===== src/rtl/ft_packet_deframer_if.sv =====
`default_nettype none
// ============================================================================
// Module   : ft_packet_deframer_if
// Brief    : FT receive-FIFO word stream and reassembled-packet bundle
// Revision : 1.0
// ============================================================================
interface ft_packet_deframer_if;
    logic [15:0] din;
    logic [1:0]  din_be;
    logic        din_empty;
    logic        dout_get;
    logic [87:0] packet_data;
    logic        packet_valid;
    logic [15:0] packet_cnt;

    // master: the deframer itself; slave: the FIFO/packet-sink environment
    modport master (
        input  din, din_be, din_empty,
        output dout_get, packet_data, packet_valid, packet_cnt
    );
    modport slave (
        output din, din_be, din_empty,
        input  dout_get, packet_data, packet_valid, packet_cnt
    );
endinterface
`default_nettype wire


===== src/rtl/ft_packet_deframer.sv =====
`default_nettype none
// ============================================================================
// Module   : ft_packet_deframer
// Brief    : Locks onto 8-word FT frames (marker/magic) and emits 88-bit packets
// Revision : 1.0
// ============================================================================
module ft_packet_deframer #(
    parameter logic [15:0] MAGIC  = 16'hDEC0,
    parameter logic [7:0]  MARKER = 8'h7C
) (
    input  wire logic               clk,
    input  wire logic               rst_n,
    ft_packet_deframer_if.master    bus,
    input  wire logic               clear_counters,
    output logic                    locked,
    output logic [31:0]             good_packets,
    output logic [15:0]             frame_errors,
    output logic [15:0]             seq_errors
);

    localparam logic [0:0] C_HUNT = 1'b0;
    localparam logic [0:0] C_LOCK = 1'b1;

    logic [0:0]  r_state;
    logic [0:0]  w_state_next;
    logic [3:0]  r_fill;
    logic [2:0]  r_idx;
    // W0..W6 of the current frame: shifted in while hunting, indexed while locked
    logic [15:0] r_hist [0:6];
    logic [15:0] r_last_cnt;
    logic [87:0] r_packet_data;
    logic [15:0] r_packet_cnt;
    logic        r_packet_valid;
    logic [31:0] r_good;
    logic [15:0] r_ferr;
    logic [15:0] r_serr;

    logic        w_consume;
    logic        w_be_ok;
    logic        w_hunt_match;
    logic        w_lock_check;
    logic        w_last_word;
    logic        w_emit;
    logic        w_seq_check;
    logic        w_seq_err;
    logic        w_frame_err;
    logic        w_shift;
    logic        w_store;

    assign w_consume    = rst_n & ~bus.din_empty;
    assign w_be_ok      = (bus.din_be == 2'b11);
    assign w_hunt_match = (r_fill >= 4'd7) && (r_hist[6] == MAGIC)
                          && (r_hist[5][15:8] == MARKER);
    assign w_lock_check = (r_hist[5][15:8] == MARKER) && (r_hist[6] == MAGIC);
    assign w_last_word  = (r_idx == 3'd7);
    assign w_seq_err    = w_seq_check && (bus.din != (r_last_cnt + 16'd1));

    // ------------------------------------------------------------------
    // FSM: state register
    // ------------------------------------------------------------------
    always_ff @(posedge clk or negedge rst_n) begin
        if (!rst_n) begin
            r_state <= C_HUNT;
        end else begin
            r_state <= w_state_next;
        end
    end

    // ------------------------------------------------------------------
    // FSM: next state
    // ------------------------------------------------------------------
    always_comb begin
        w_state_next = r_state;
        if (w_consume) begin
            if (!w_be_ok) begin
                w_state_next = C_HUNT;
            end else begin
                case (r_state)
                    C_HUNT:  if (w_hunt_match) w_state_next = C_LOCK;
                    C_LOCK:  if (w_last_word && !w_lock_check) w_state_next = C_HUNT;
                    default: w_state_next = C_HUNT;
                endcase
            end
        end
    end

    // ------------------------------------------------------------------
    // FSM: per-consume actions
    // ------------------------------------------------------------------
    always_comb begin
        w_emit      = 1'b0;
        w_seq_check = 1'b0;
        w_frame_err = 1'b0;
        w_shift     = 1'b0;
        w_store     = 1'b0;
        if (w_consume) begin
            if (!w_be_ok) begin
                w_frame_err = 1'b1;
            end else begin
                case (r_state)
                    C_HUNT: begin
                        w_shift = 1'b1;
                        w_emit  = w_hunt_match;
                    end
                    C_LOCK: begin
                        if (!w_last_word) begin
                            w_store = 1'b1;
                        end else if (w_lock_check) begin
                            w_emit      = 1'b1;
                            w_seq_check = 1'b1;
                        end else begin
                            w_frame_err = 1'b1;
                        end
                    end
                    default: ;
                endcase
            end
        end
    end

    // ------------------------------------------------------------------
    // Word history, fill counter and word index
    // ------------------------------------------------------------------
    always_ff @(posedge clk or negedge rst_n) begin
        if (!rst_n) begin
            r_fill <= 4'd0;
            r_idx  <= 3'd0;
            for (int i = 0; i < 7; i++) begin
                r_hist[i] <= 16'd0;
            end
        end else if (w_consume) begin
            // Every entry into HUNT is signalled by a frame error
            if (w_frame_err) begin
                r_fill <= 4'd0;
            end else if (w_shift && (r_fill != 4'd8)) begin
                r_fill <= r_fill + 4'd1;
            end

            if ((r_state == C_HUNT) || w_frame_err) begin
                r_idx <= 3'd0;
            end else begin
                r_idx <= r_idx + 3'd1;
            end

            if (w_shift) begin
                for (int i = 0; i < 6; i++) begin
                    r_hist[i] <= r_hist[i+1];
                end
                r_hist[6] <= bus.din;
            end else if (w_store) begin
                for (int i = 0; i < 7; i++) begin
                    if (r_idx == 3'(i)) r_hist[i] <= bus.din;
                end
            end
        end
    end

    // ------------------------------------------------------------------
    // Packet output registers
    // ------------------------------------------------------------------
    always_ff @(posedge clk or negedge rst_n) begin
        if (!rst_n) begin
            r_packet_valid <= 1'b0;
            r_packet_data  <= 88'd0;
            r_packet_cnt   <= 16'd0;
            r_last_cnt     <= 16'd0;
        end else begin
            r_packet_valid <= w_emit;
            if (w_emit) begin
                r_packet_data <= {r_hist[5][7:0], r_hist[4], r_hist[3],
                                  r_hist[2], r_hist[1], r_hist[0]};
                r_packet_cnt  <= bus.din;
                r_last_cnt    <= bus.din;
            end
        end
    end

    // ------------------------------------------------------------------
    // Status counters: clear has priority over any increment
    // ------------------------------------------------------------------
    always_ff @(posedge clk or negedge rst_n) begin
        if (!rst_n) begin
            r_good <= 32'd0;
            r_ferr <= 16'd0;
            r_serr <= 16'd0;
        end else if (clear_counters) begin
            r_good <= 32'd0;
            r_ferr <= 16'd0;
            r_serr <= 16'd0;
        end else begin
            if (w_emit) r_good <= r_good + 32'd1;
            if (w_frame_err && (r_ferr != 16'hFFFF)) r_ferr <= r_ferr + 16'd1;
            if (w_seq_err && (r_serr != 16'hFFFF)) r_serr <= r_serr + 16'd1;
        end
    end

    assign bus.dout_get     = w_consume;
    assign bus.packet_valid = r_packet_valid;
    assign bus.packet_data  = r_packet_data;
    assign bus.packet_cnt   = r_packet_cnt;
    assign locked           = (r_state == C_LOCK);
    assign good_packets     = r_good;
    assign frame_errors     = r_ferr;
    assign seq_errors       = r_serr;

endmodule
`default_nettype wire


===== src/flat_wrapper.sv =====
// flat-port wrapper written by rule: the top's interface ports become plain ports
module ft_packet_deframer_flat 
#(
    parameter logic [15:0] MAGIC  = 16'hDEC0,
    parameter logic [7:0]  MARKER = 8'h7C
)
  (clk, rst_n, clear_counters, locked, good_packets, frame_errors, seq_errors, bus_din, bus_din_be, bus_din_empty, bus_dout_get, bus_packet_data, bus_packet_valid, bus_packet_cnt);
  ft_packet_deframer_if bus_i ();
  input  wire logic clk;
  input  wire logic rst_n;
  input  wire logic clear_counters;
  output logic locked;
  output logic [31:0] good_packets;
  output logic [15:0] frame_errors;
  output logic [15:0] seq_errors;
  input wire logic [$bits(bus_i.din)-1:0] bus_din;
  input wire logic [$bits(bus_i.din_be)-1:0] bus_din_be;
  input wire logic [$bits(bus_i.din_empty)-1:0] bus_din_empty;
  output wire logic [$bits(bus_i.dout_get)-1:0] bus_dout_get;
  output wire logic [$bits(bus_i.packet_data)-1:0] bus_packet_data;
  output wire logic [$bits(bus_i.packet_valid)-1:0] bus_packet_valid;
  output wire logic [$bits(bus_i.packet_cnt)-1:0] bus_packet_cnt;
  assign bus_i.din = bus_din;
  assign bus_i.din_be = bus_din_be;
  assign bus_i.din_empty = bus_din_empty;
  assign bus_dout_get = bus_i.dout_get;
  assign bus_packet_data = bus_i.packet_data;
  assign bus_packet_valid = bus_i.packet_valid;
  assign bus_packet_cnt = bus_i.packet_cnt;
  ft_packet_deframer #(.MAGIC(MAGIC), .MARKER(MARKER)) u_core (.clk(clk), .rst_n(rst_n), .bus(bus_i), .clear_counters(clear_counters), .locked(locked), .good_packets(good_packets), .frame_errors(frame_errors), .seq_errors(seq_errors));
endmodule

===== config.mk =====
export PLATFORM = sky130hd
export DESIGN_NAME = ft_packet_deframer_flat
export DESIGN_NICKNAME = d
export VERILOG_FILES = /design/src/rtl/ft_packet_deframer_if.sv /design/src/rtl/ft_packet_deframer.sv /design/src/flat_wrapper.sv
export SDC_FILE = /design/constraint.sdc
export NUM_CORES = 1
export LEC_CHECK = 0
export BUFFER_PORTS_ARGS = -buffer_cell sky130_fd_sc_hd__clkbuf_2
export CAP_MARGIN = 20
export CORE_ASPECT_RATIO = 2
export CORE_MARGIN = 10
export CORE_UTILIZATION = 30
export CTS_BUF_LIST = sky130_fd_sc_hd__clkbuf_8
export DETAILED_ROUTE_END_ITERATION = 10
export PLACE_DENSITY = 0.47
export SLEW_MARGIN = 30
export SYNTH_ARGS = -nofsm -noshare
export SYNTH_HDL_FRONTEND = slang
export SYNTH_SLANG_ARGS = --single-unit
export TNS_END_PERCENT = 30

===== constraint.sdc =====
create_clock -name clk -period 3.6 [get_ports clk]
set_input_delay 0.36 -clock clk [delete_from_list [all_inputs] [get_ports clk]]
set_output_delay 0.36 -clock clk [all_outputs]
set_load 0.1 [all_outputs]

### Word-level counts from Yosys, hierarchy flattened

Cells that the tools add are included.

| storage, ports and cells | value |
|---|---|
| bits of input ports | 22 |
| output and inout port bits | 171 |
| register bits | 289 |

| cells by class | value |
|---|---|
| bitwise operators | 3 |
| order comparisons | 1 |
| eq/ne operators | 14 |
| add/sub/neg operators | 6 |
| multiplexer cells | 42 |
| reduce and logical (&&, ||, !) cells | 31 |

Operator list:

| cell | number |
|---|---|
| 112-bit 2-to-1 mux | 2 |
| 16-bit 2-to-1 mux | 11 |
| 32-bit 2-to-1 mux | 2 |
| 16-bit by 1-bit adder with 16-bit output, second input constant | 3 |
| 32-bit by 1-bit adder with 32-bit output, second input constant | 1 |
| 16-bit != test, second input constant | 2 |
| 2-bit nonzero test | 12 |
| 1-bit 2-to-1 mux | 22 |
| 3-bit AND reduction | 7 |
| 16-bit equality test, second input constant | 1 |
| 16-bit != test | 1 |
| 3-bit equality test, second input constant | 4 |
| 8-bit by 7-bit equality test with 1-bit output, second input constant | 1 |
| 1-bit logical AND | 8 |
| 4-bit 2-to-1 mux | 2 |
| 3-bit by 2-bit equality test with 1-bit output, second input constant | 2 |
| 4-bit by 1-bit adder with 4-bit output, second input constant | 1 |
| 4-bit by 3-bit greater-or-equal comparator with 1-bit output, second input constant | 1 |
| 4-bit != test, second input constant | 1 |
| 1-bit one-hot mux with 2 select lines | 2 |
| 3-bit by 1-bit adder with 3-bit output, second input constant | 1 |
| 3-bit by 1-bit equality test with 1-bit output, second input constant | 1 |
| 3-bit logical NOT | 1 |
| 3-bit 2-to-1 mux | 1 |
| other kinds (6) | 7 |

### Longest topological paths before layout

Gate-level depths: netlist of run 1.

| depth | value |
|---|---|
| depth after elaboration | 11 |
| gate-level depth with buffers | 13 |
| gate-level depth less buffers | 10 |

### Worst setup path before layout of run 1

OpenSTA, ideal clock, no wires.

| path | value |
|---|---|
| path kind | register to register |
| start point | register u_core.r_last_cnt[0] |
| end point | register u_core.r_serr[6] (netlist: u_core.seq_errors[6]) |
| clock period less this slack | 3.329 ns |
| cell stages (with the launch flop) | 12 |
| required time | 3.475 ns |
| data arrival time | 3.204 ns |
| path slack | 0.271 ns |
| cells stage by stage | dfrtp_1 ha_1 buf_2 a21oi_1 o311ai_0 o31ai_1 o32a_1 and4_4 buf_6 buf_6 nor4_1 mux2_2 |

| between the ends | value |
|---|---|
| cells in the longest elaborated chain, start to end | 5 |

RTL lines:

| item | RTL line | RTL |
|---|---|---|
| start: declaration | ft_packet_deframer.sv:30 | `logic [15:0] r_last_cnt;` |
| start signal: assignment | ft_packet_deframer.sv:173 | `r_last_cnt <= bus.din;` |
| 16-bit by 1-bit adder with 16-bit output | ft_packet_deframer.sv:56 | `assign w_seq_err = w_seq_check && (bus.din != (r_last_cnt + 16'd1));` |
| 16-bit != test | ft_packet_deframer.sv:56 |  |
| 1-bit logical AND | ft_packet_deframer.sv:56 |  |
| 1-bit logical AND | ft_packet_deframer.sv:193 | `if (w_seq_err && (r_serr != 16'hFFFF)) r_serr <= r_serr + 16'd1;` |
| 2-bit nonzero test (no source line) | - |  |
| end signal: assignment | ft_packet_deframer.sv:193 |  |
| end: declaration | ft_packet_deframer.sv:36 | `logic [15:0] r_serr;` |

No other way between the ends.
A chain may end at the register's enable or synchronous reset.

### Final worst setup path of run 1

| path | value |
|---|---|
| start point | register u_core.r_last_cnt[0] |
| end point | register u_core.r_serr[7] (netlist: u_core.seq_errors[7]) |

The elaborated chain is that of the path after synthesis.

==> results.json, run 1 <==
{
  "max-cap-violations": 0,
  "filler_cell_count": 4479,
  "grt_pass1_wl_mm": 64.1,
  "boundaryPins": 193,
  "synth_nets": 1304,
  "grtUsageTotal_pct": 15.3,
  "fp.dieH_um": 316,
  "rsz0062_at_grt": "no",
  "fp.dieArea_um2": 53000,
  "status": "completed",
  "drt-total-wl_mm": 41.6,
  "worstSetupPathType": "reg -> reg",
  "synth_top_area_share_pct": 55.2,
  "vias": 10200,
  "gp_congestion": 0.866,
  "start_util_pct": 30.2,
  "avgSynthCellArea_um2": 10.3,
  "cts_buffers": 46,
  "root_buffer": "clkbuf_8",
  "period_share_pct": 81.3,
  "port_buffers": 192,
  "arrival_ps": 3430,
  "cpMostUsedCell": "a21oi_1",
  "cts-resized-gates": 0,
  "grt.overflow.total": 0,
  "ys_warn_count": 0,
  "power_density_nw_per_um2": 446,
  "synth_commonest_cells": "dfrtp_1 (289), a21oi_1 (207), nor2_1 (149)",
  "whs_ps": 41.2,
  "first_pass_iters": 5,
  "vias_per_cell": 4.98,
  "cp.required_ps": 4100,
  "cp-start-kind": "flop",
  "synth-edff-count": 0,
  "ys_async_sr_fraction_pct": 100,
  "endpoint_kind": "flop",
  "grt_pass1_vias": 10500,
  "synth_top_flop_cell": "dfrtp_1",
  "worstPathCellList": "ha_1 -> a21oi_1 -> o311ai_0 -> o31ai_1 -> o32a_1 -> and4_4 -> or4_1 -> a21oi_1",
  "crit_path_max_incr_delay_ps": 500,
  "finalHoldViolations": 0,
  "nets": 1484,
  "post_cts_buffers": 0,
  "crit_slowest_cell": "dfrtp_1",
  "wl_per_cell_um": 20.4,
  "placed_area_um2": 14700,
  "drive_gt1_share_pct": 27.4,
  "antenna_found_initial": 3,
  "clk_pin_slew_ps": 60,
  "grt_max_degree": 125,
  "cts_max_path_buffers": 3,
  "yosys.area.top_type": "dfrtp_1",
  "drc": 0,
  "stdcell_area_um2": 15600,
  "finalMaxSlewViolations": 0,
  "syn2layout_area_growth_pct": 19.2,
  "synth.ff_latch_count": 289,
  "cts.sinks": 289,
  "cts_tree": "yes",
  "htreeDepth": 2,
  "core_area_um2": 43400,
  "path_max_fanout": 25,
  "synth_cells": 1270,
  "total_power_mw": 6.98,
  "synth.distinct_cells": 60,
  "clock_latency_ps": 600,
  "setup_viol": 0,
  "ir_worst_vdd_mv": 0.239,
  "hpwl_mm": 30.5,
  "die_w_um": 168,
  "slew_headroom_pct": 42.5,
  "synth_seq_area_share_pct": 55.2,
  "yosysMostFrequentCell": "dfrtp_1",
  "tns_ps": 0,
  "p_leak_nw": 7.54,
  "ys_top_cells_by_area": "dfrtp_1 (55%), mux2_2 (9.1%), a21oi_1 (7.9%), nor2_1 (4.3%), nand2_1 (2.7%)",
  "ant_nets": 0,
  "maxClockFrequency_mhz": 342,
  "layout_min_cycle_time_ps": 2930,
  "fin_worst_skew_ps": 20.4,
  "drt-initial-drc-count": 590,
  "rows": 108,
  "hold_path.class": "in -> reg",
  "cts_hold_buf": 2,
  "tightestPinTransition_ps": 855,
  "synth_area_um2": 13100
}
power breakdown:
group / leakage, nW / internal [mW] / switching [mW]
clock: 0.546 / 1.50 / 1.38
sequential: 3.90 / 3.44 / 0.174
combinational: 3.09 / 0.163 / 0.308
total: 7.54 / 5.11 / 1.86
final cells by class:
class / count / area (µm²) / share of cell area (%)
clock buffer: 60 / 826 / 5.28
antenna: 1 / 2.50 / 0.0160
sequential: 289 / 7230 / 46.3
multi-input combinational: 873 / 5460 / 35.0
tap: 550 / 688 / 4.40
inverter: 23 / 86.3 / 0.552
clock inverter: 24 / 123 / 0.785
timing repair buffer: 217 / 1210 / 7.73
final timing paths:
check / cells after the start / slack (ps) / endpoint / from
min reg2reg: 1 / 500 / u_core.bus.packet_data[42]$_DFFE_PN0P_ / u_core.bus.packet_data[42]$_DFFE_PN0P_
max in group asynchronous: 4 / 1670 / u_core.r_last_cnt[10]$_DFFE_PN0P_ / rst_n
min: 3 / 40 / u_core.r_last_cnt[15]$_DFFE_PN0P_ / bus_din[15]
max reg2reg: 8 / 670 / u_core.seq_errors[7]$_DFFE_PN0P_ / u_core.r_last_cnt[0]$_DFFE_PN0P_
min in group asynchronous: 3 / 410 / u_core.seq_errors[3]$_DFFE_PN0P_ / rst_n
max: 8 / 670 / u_core.seq_errors[7]$_DFFE_PN0P_ / u_core.r_last_cnt[0]$_DFFE_PN0P_
metrics by stage:
step / worst slack [ps] / utilization, % / cells
after floorplan: 271 / - / 1270
after global placement: 781 / 33.8 / 1950
after detailed placement: 711 / 33.8 / 1950
after CTS: 731 / 36.0 / 2036
after global routing: 514 / 36.0 / 2037
final: 672 / 36.0 / 2037
worst max-delay path: cells and delay by family, from the launching register on:
family                     cells  cell delay (ps)
AOI/OAI and AO/OA              5             1200
and+or+nand+nor                2              760
DFF                            1              500
adders and majority gates      1              380
routing by layer:
| layer | GRT usage (%) | wire, µm | part of all wire, % | vias to the layer above |
|---|---|---|---|---|
| li1 | - | - | - | 4807 |
| met1 | 15.9 | 15100 | 36 | 5024 |
| met2 | 28.4 | 22600 | 54 | 242 |
| met3 | 3.71 | 2400 | 5.8 | 75 |
| met4 | 6.59 | 1570 | 3.8 | 4 |
| met5 | 0 | 24 | 0.058 | - |
state kept, by name, summed over array words and instances, names as in the netlist, 3 cells and up:
register / count
u_core.bus.packet_data: 88
u_core.frame_errors: 16
u_core.good_packets: 32
u_core.r_fill: 4
u_core.r_hist: 112
u_core.r_idx: 3
u_core.r_last_cnt: 16
u_core.seq_errors: 16
layout by cell type, fill, tap and decap left out, types with 9 or more instances in the layout:
cell type / count
dfrtp_1: 289
a21oi_1: 205
clkbuf_2: 190
nor2_1: 146
mux2_2: 106
nand2_1: 94
clkbuf_8: 60
o21ai_0: 38
inv_1: 36
xnor2_1: 31
xor2_1: 29
nand3_1: 28
nand4_1: 23
buf_4: 19
and2_0: 15
nor3_1: 14
and3_1: 13
ha_1: 12
nor4_1: 11
or3_1: 10
or4_1: 9
o31ai_1: 9
kinds of logic after synthesis:
logic type      share of synthesized area (%)
fa+ha+maj                                1.15
compound gates                           11.7
simple gates                             15.5
flops                                    55.2
buf+inv                                  3.31
mux                                      9.26
xor+xnor                                 4.01
No activity file was read; power rests on OpenSTA's default activity.
==> run 2: changes to the inputs <==
--- a/config.mk
+++ b/config.mk
@@ -5,6 +5,7 @@
 export SDC_FILE = /design/constraint.sdc
 export NUM_CORES = 1
 export LEC_CHECK = 0
+export ABC_AREA = 1
 export BUFFER_PORTS_ARGS = -buffer_cell sky130_fd_sc_hd__clkbuf_2
 export CAP_MARGIN = 20
 export CORE_ASPECT_RATIO = 2
@@ -12,7 +13,7 @@
 export CORE_UTILIZATION = 30
 export CTS_BUF_LIST = sky130_fd_sc_hd__clkbuf_8
 export DETAILED_ROUTE_END_ITERATION = 10
-export PLACE_DENSITY = 0.47
+export PLACE_DENSITY = 0.49
 export SLEW_MARGIN = 30
 export SYNTH_ARGS = -nofsm -noshare
 export SYNTH_HDL_FRONTEND = slang
==> constraint.sdc (replaced) <==
create_clock -name clk -period 2.39 [get_ports clk]
set_input_delay 0.239 -clock clk [delete_from_list [all_inputs] [get_ports clk]]
set_output_delay 0.239 -clock clk [all_outputs]
set_load 0.1 [all_outputs]
==> run 2 against run 1 <==
Against the previous run: sequential power rose by 46%; clock power is 61% higher; maximum frequency up 39%; critical endpoint is now u_core.seq_errors[13]$_DFFE_PN0P_.
==> results.json, run 2 <==
{
  "status": "completed",
  "synth_seq_area_share_pct": 50.4,
  "crit_slowest_cell": "dfrtp_2",
  "ys_top_cells_by_area": "dfrtp_1 (50%), nand2_1 (12%), o21ai_0 (7.5%), inv_1 (5.9%), nand3_1 (3.6%)",
  "path_buf_inv": 0,
  "vias": 12800,
  "synth_xor_area_share_pct": 4.21,
  "synth_area_um2": 14300,
  "largest_reg_flops": 112,
  "wl_per_cell_um": 18.9,
  "tightestPinTransition_ps": 930,
  "rsz0062_at_grt": "no",
  "arrival_ps": 2630,
  "grt_max_degree": 157,
  "first_pass_iters": 5,
  "ys_async_sr_fraction_pct": 100,
  "die_w_um": 175,
  "synth.distinct_cells": 32,
  "vias_per_cell": 4.75,
  "finalHoldViolations": 0,
  "top_register": "u_core.r_hist",
  "layout_min_cycle_time_ps": 2110,
  "synthAdderAreaFrac_pct": 1.05,
  "synth_top_area_share_pct": 50.4,
  "synth_commonest_cells": "nand2_1 (457), dfrtp_1 (289), inv_1 (225)",
  "crit_path_max_incr_delay_ps": 420,
  "drive_gt1_share_pct": 17.7,
  "htreeDepth": 2,
  "gp_congestion": 0.940,
  "fp.dieH_um": 329,
  "synth_compound_area_share_pct": 11.5,
  "antenna_found_initial": 2,
  "synth_nets": 1835,
  "wl_met3_mm": 2.48,
  "cpMostUsedCell": "nand2_1",
  "drc": 0,
  "worstSetupPathType": "reg -> reg",
  "startpoint": "u_core.r_last_cnt[0]$_DFFE_PN0P_",
  "total_power_mw": 11.0,
  "path_depth": 13,
  "clk_pin_slew_ps": 70,
  "cp-start-kind": "flop",
  "synth_top_family_by_area": "simple AND/OR/NAND/NOR gates",
  "synthMuxAreaShare_pct": 0,
  "finalMaxSlewViolations": 0,
  "setup_ws_ps": 282,
  "port_buffers": 192,
  "drt-total-wl_mm": 51.0,
  "r2r_start": "u_core.r_last_cnt[0]$_DFFE_PN0P_",
  "fp.dieArea_um2": 57500,
  "yosysMostFrequentCell": "nand2_1",
  "drt-initial-drc-count": 667,
  "crit_end": "u_core.seq_errors[13]$_DFFE_PN0P_",
  "synth-edff-count": 0,
  "mostFrequentLayoutCells": "nand2_1 (457), dfrtp_1 (279), inv_1 (235)",
  "rows": 113,
  "cts_buffers": 47,
  "synth_cells": 1801,
  "p_leak_nw": 9.03,
  "fin_worst_skew_ps": 26.2,
  "clock_latency_ps": 600,
  "grtUsageTotal_pct": 17.5,
  "syn2layout_area_growth_pct": 22.2,
  "final_common_cell": "nand2_1",
  "ant_nets": 0,
  "ir_worst_vdd_mv": 0.402,
  "root_buffer": "clkbuf_8",
  "cts_max_path_buffers": 3,
  "fin_util_pct": 37.0,
  "synth_top_flop_cell": "dfrtp_1",
  "cp.required_ps": 2910,
  "ys_warn_count": 0,
  "worstPathCellList": "ha_1 -> nand2_2 -> nor2_4 -> nand2_2 -> nand2_1 -> nand3_1 -> nor2_1 -> nand2_1 -> nor2_2 -> nand2_4 -> nand2_8 -> nand3_1 -> nand2_1",
  "wl_met1_mm": 17.6,
  "maxClockFrequency_mhz": 474,
  "cts_tree": "yes",
  "path_max_fanout": 17,
  "critPathTopFamily": "simple AND/OR/NAND/NOR gates",
  "grt.overflow.total": 0,
  "hold_start": "bus_din_empty",
  "boundaryPins": 193,
  "yosys.area.top_type": "dfrtp_1",
  "filler_cell_count": 5101,
  "core_area_um2": 47400,
  "wl_met2_mm": 28.0,
  "tns_ps": 0,
  "avgSynthCellArea_um2": 7.96,
  "slew_headroom_pct": 38.0,
  "synth_simple_gate_area_share_pct": 24.0,
  "topRoutingLayerUsed": "met5",
  "synth.ff_latch_count": 289,
  "pre_cts_slack_ps": 264,
  "start_util_pct": 30.3,
  "max-cap-violations": 0,
  "grt_pass1_wl_mm": 78.7,
  "power_density_nw_per_um2": 629,
  "worstReg2RegEnd": "u_core.seq_errors[13]$_DFFE_PN0P_",
  "period_share_pct": 88.2,
  "cts.sinks": 289,
  "setup_viol": 0,
  "grt_pass1_vias": 13300,
  "endpoint_kind": "flop",
  "nets": 2071,
  "hold_path.class": "in -> reg",
  "reg2reg_depth": 13,
  "r2r_slack_ps": 280,
  "hpwl_mm": 37.7
}
run 2: cell count changes in the layout (fill, tap and decap cells not counted), sizes merged, moves of 48 or more:
cell	previous run	this run
o21ai	38	282
nand3	29	106
inv	38	242
mux2	106	0
a21oi	207	38
nand2	94	465
nand4	24	72
run 2: cells by family (layout without fill, tap and decap cells):
logic type | count (synthesis) | after routing
compound gates | 323 | 323
buf+inv | 313 | 581
other cells | 0 | 1
xor+xnor | 69 | 69
flops | 289 | 289
simple gates | 795 | 795
fa+ha+maj | 12 | 12
run 2: worst min-delay path by stage:
stage / end / cells past startpoint
after floorplan: u_core.bus.packet_data[0]$_DFFE_PN0P_ / 0
after global placement: u_core.bus.packet_data[13]$_DFFE_PN0P_ / 2
after detailed placement: u_core.bus.packet_data[12]$_DFFE_PN0P_ / 2
after CTS: u_core.r_idx[1]$_DFFE_PN0P_ / 5
after global routing: u_core.r_idx[0]$_DFFE_PN0P_ / 5
final: u_core.r_idx[1]$_DFFE_PN0P_ / 5
run 2: worst min-delay path: stages:
cell,delay [ps]
clkbuf_2,110
nor2_4,40
inv_2,90
nand2_1,50
o21ai_0,70
run 2: layout make-up:
type                            instances  area, µm²  share of cell area, %
Sequential cell                       289       7240                   41.3
Multi-Input combinational cell       1199       5860                   33.4
Timing Repair Buffer                  270       1760                   10.0
Clock buffer                           65        895                   5.11
Inverter                              230        868                   4.96
Tap cell                              632        791                   4.51
Clock inverter                         16        109                  0.621
Antenna cell                            1       2.50                 0.0143
run 2: metal layers:
metal | up-vias | GRT usage, %
met5 | - | 0
met4 | 2 | 9.55
met3 | 119 | 3.54
met2 | 307 | 33.9
met1 | 6152 | 16.8
li1 | 6249 | -
run 2: report_power, final:
group | switching [mW] | total, mW | internal (mW)
combinational | 0.823 | 1.10 | 0.272
clock | 2.12 | 4.64 | 2.52
sequential | 0.0992 | 5.29 | 5.19
run 2: through the flow:
step,area (µm²),cells,hold slack [ps]
global route,17500,2702,49.8
floorplan,14400,1801,-56.6
global placement,16300,2603,329
finish,17500,2702,62.4
detailed placement,16300,2603,327
CTS,17500,2701,22.2
run 2: what timing repair did:
item | CTS | global route
gates resized for setup | 0 | 1
endpoints found under the hold margin | 47 | 0
setup buffers | 0 | 0
hold buffers | 17 | 0
setup endpoints to repair | 0 | 2
==> run 3: changes to the inputs <==
==> constraint.sdc (replaced) <==
create_clock -name clk -period 2.39 [get_ports clk]
set_input_delay 0.239 -clock clk [delete_from_list [all_inputs] [get_ports clk]]
set_output_delay 0.239 -clock clk [all_outputs]
set_load 0.05 [all_outputs]
==> run 3 against run 2 <==
Against the previous run: die area stayed put; clock power is 7.8% lower; flip-flop and latch count stayed put; utilization is 0.11 points lower; via count hardly changed; setup slack worse by 32 ps; critical path type unchanged; critical endpoint is now u_core.bus.packet_data[65]$_DFFE_PN0P_.
==> results.json, run 3 (synthesis gave the netlist of run 2 again) <==
{
  "drive_gt1_share_pct": 16.9,
  "status": "completed",
  "antenna_found_initial": 1,
  "fin_util_pct": 36.9,
  "layout_min_cycle_time_ps": 2140,
  "period_share_pct": 89.5,
  "clock_latency_ps": 610,
  "cts.sinks": 289,
  "htreeDepth": 2,
  "drc": 0,
  "root_buffer": "clkbuf_8",
  "fin_worst_skew_ps": 25.3,
  "reg2reg_depth": 11,
  "hold_depth": 3,
  "setup_viol": 0,
  "total_power_mw": 10.6,
  "maxClockFrequency_mhz": 467,
  "finalHoldViolations": 0,
  "final_common_cell": "nand2_1",
  "nets": 2071,
  "syn2layout_area_growth_pct": 21.8,
  "grt_pass1_vias": 13400,
  "drt-initial-drc-count": 888,
  "cts_tree": "yes",
  "max-cap-violations": 0,
  "vias": 12800,
  "tns_ps": 0,
  "gp_congestion": 0.922,
  "arrival_ps": 2610,
  "finalMaxSlewViolations": 0,
  "top_register": "u_core.r_hist",
  "wl_per_cell_um": 18.8,
  "p_leak_nw": 9.06,
  "rsz0062_at_grt": "no",
  "startpoint": "u_core.r_hist[3]$_DFFE_PN0P_",
  "ant_nets": 0,
  "tightestPinTransition_ps": 860,
  "start_util_pct": 30.3,
  "hold_path_end": "u_core.r_last_cnt[6]$_DFFE_PN0P_",
  "fp.dieArea_um2": 57500,
  "endpoint_kind": "flop",
  "hold_start": "bus_din[6]",
  "power_density_nw_per_um2": 609,
  "die_w_um": 175,
  "clk_pin_slew_ps": 70,
  "hpwl_mm": 37.1,
  "ir_worst_vdd_mv": 0.408,
  "fp.dieH_um": 329,
  "cts_max_path_buffers": 3,
  "cp.required_ps": 2860,
  "boundaryPins": 193,
  "grtUsageTotal_pct": 17.4,
  "drt-total-wl_mm": 50.9,
  "grt.overflow.total": 0,
  "rows": 113,
  "grt_max_degree": 150,
  "first_pass_iters": 5,
  "mostFrequentLayoutCells": "nand2_1 (457), dfrtp_1 (289), inv_1 (245)",
  "worstSetupPathType": "reg -> reg",
  "grt_pass1_wl_mm": 78.3,
  "cts_buffers": 47,
  "port_buffers": 192,
  "core_area_um2": 47400,
  "r2r_start": "u_core.r_hist[3]$_DFFE_PN0P_",
  "cp-start-kind": "flop",
  "path_max_fanout": 55,
  "worstReg2RegEnd": "u_core.bus.packet_data[65]$_DFFE_PN0P_",
  "largest_reg_flops": 112,
  "hold_path.class": "in -> reg",
  "vias_per_cell": 4.74,
  "slew_headroom_pct": 42.6,
  "r2r_slack_ps": 250
}
==> run 3: cell types whose count changed in the layout (fill, tap and decap cells not counted), sizes merged <==
cell	delta
inv	+10
clkinv	+2
dlygate4sd3	-1
clkbuf	-9
==> run 3: power breakdown <==
group	switching, mW	internal, mW
clock	2.08	2.20
combinational	0.790	0.279
sequential	0.0995	5.19
total	2.97	7.67
==> run 3: stage by stage <==
stage | std cells | hold WS [ps] | setup slack [ps] | instance area, µm²
detailed placement | 2599 | 474 | 193 | 16300
CTS | 2698 | 13.5 | 183 | 17400
finish | 2704 | 50.4 | 250 | 17500
global placement | 2599 | 467 | 215 | 16300
floorplan | 1801 | -56.6 | 121 | 14300
global route | 2704 | 37.9 | 19.1 | 17500
==> run 3: worst max path at each step <==
stage | end | slack [ps] | cells past startpoint
after floorplan | u_core.frame_errors[8]$_DFFE_PN0P_ | 120 | 11
after global placement | u_core.seq_errors[14]$_DFFE_PN0P_ | 220 | 8
after detailed placement | u_core.seq_errors[2]$_DFFE_PN0P_ | 190 | 8
after CTS | u_core.seq_errors[1]$_DFFE_PN0P_ | 180 | 8
after global routing | u_core.seq_errors[5]$_DFFE_PN0P_ | 20 | 12
final | u_core.bus.packet_data[65]$_DFFE_PN0P_ | 250 | 11
==> run 3: critical path, stage by stage, from the launching register on <==
cell and delay (ps):
dfrtp_1 380, inv_1 90, nand4_1 160, nor3b_2 310, nand2_1 120, nor2_1 160, nand2_1 70, nand2_1 130
inv_4 170, buf_12 230, nand2_1 80, o21ai_0 70
==> run 3: layout make-up <==
cell class	instances	area [µm²]
Antenna cell	1	2.50
Clock buffer	55	757
Clock inverter	28	156
Fill cell	5021	29900
Inverter	230	866
Multi-Input combinational cell	1199	5850
Sequential cell	289	7230
Tap cell	632	791
Timing Repair Buffer	270	1820
==> run 3: repair_timing <==
item                                    in CTS  in global routing
setup buffers                                0                  4
hold buffers                                16                  0
endpoints found under the setup margin       0                 10
gates resized for setup                      0                  1
hold endpoints to repair                   310                  0
==> run 3: metal layers <==
layer	vias to the layer above	wire (µm)	part of all wire (%)	global-route usage, %
met5	-	0	0	0
met1	6157	17700	35	16.9
met2	321	28700	56	34.3
met4	0	1920	3.8	6.96
met3	94	2620	5.1	3.74
li1	6258	-	-	-
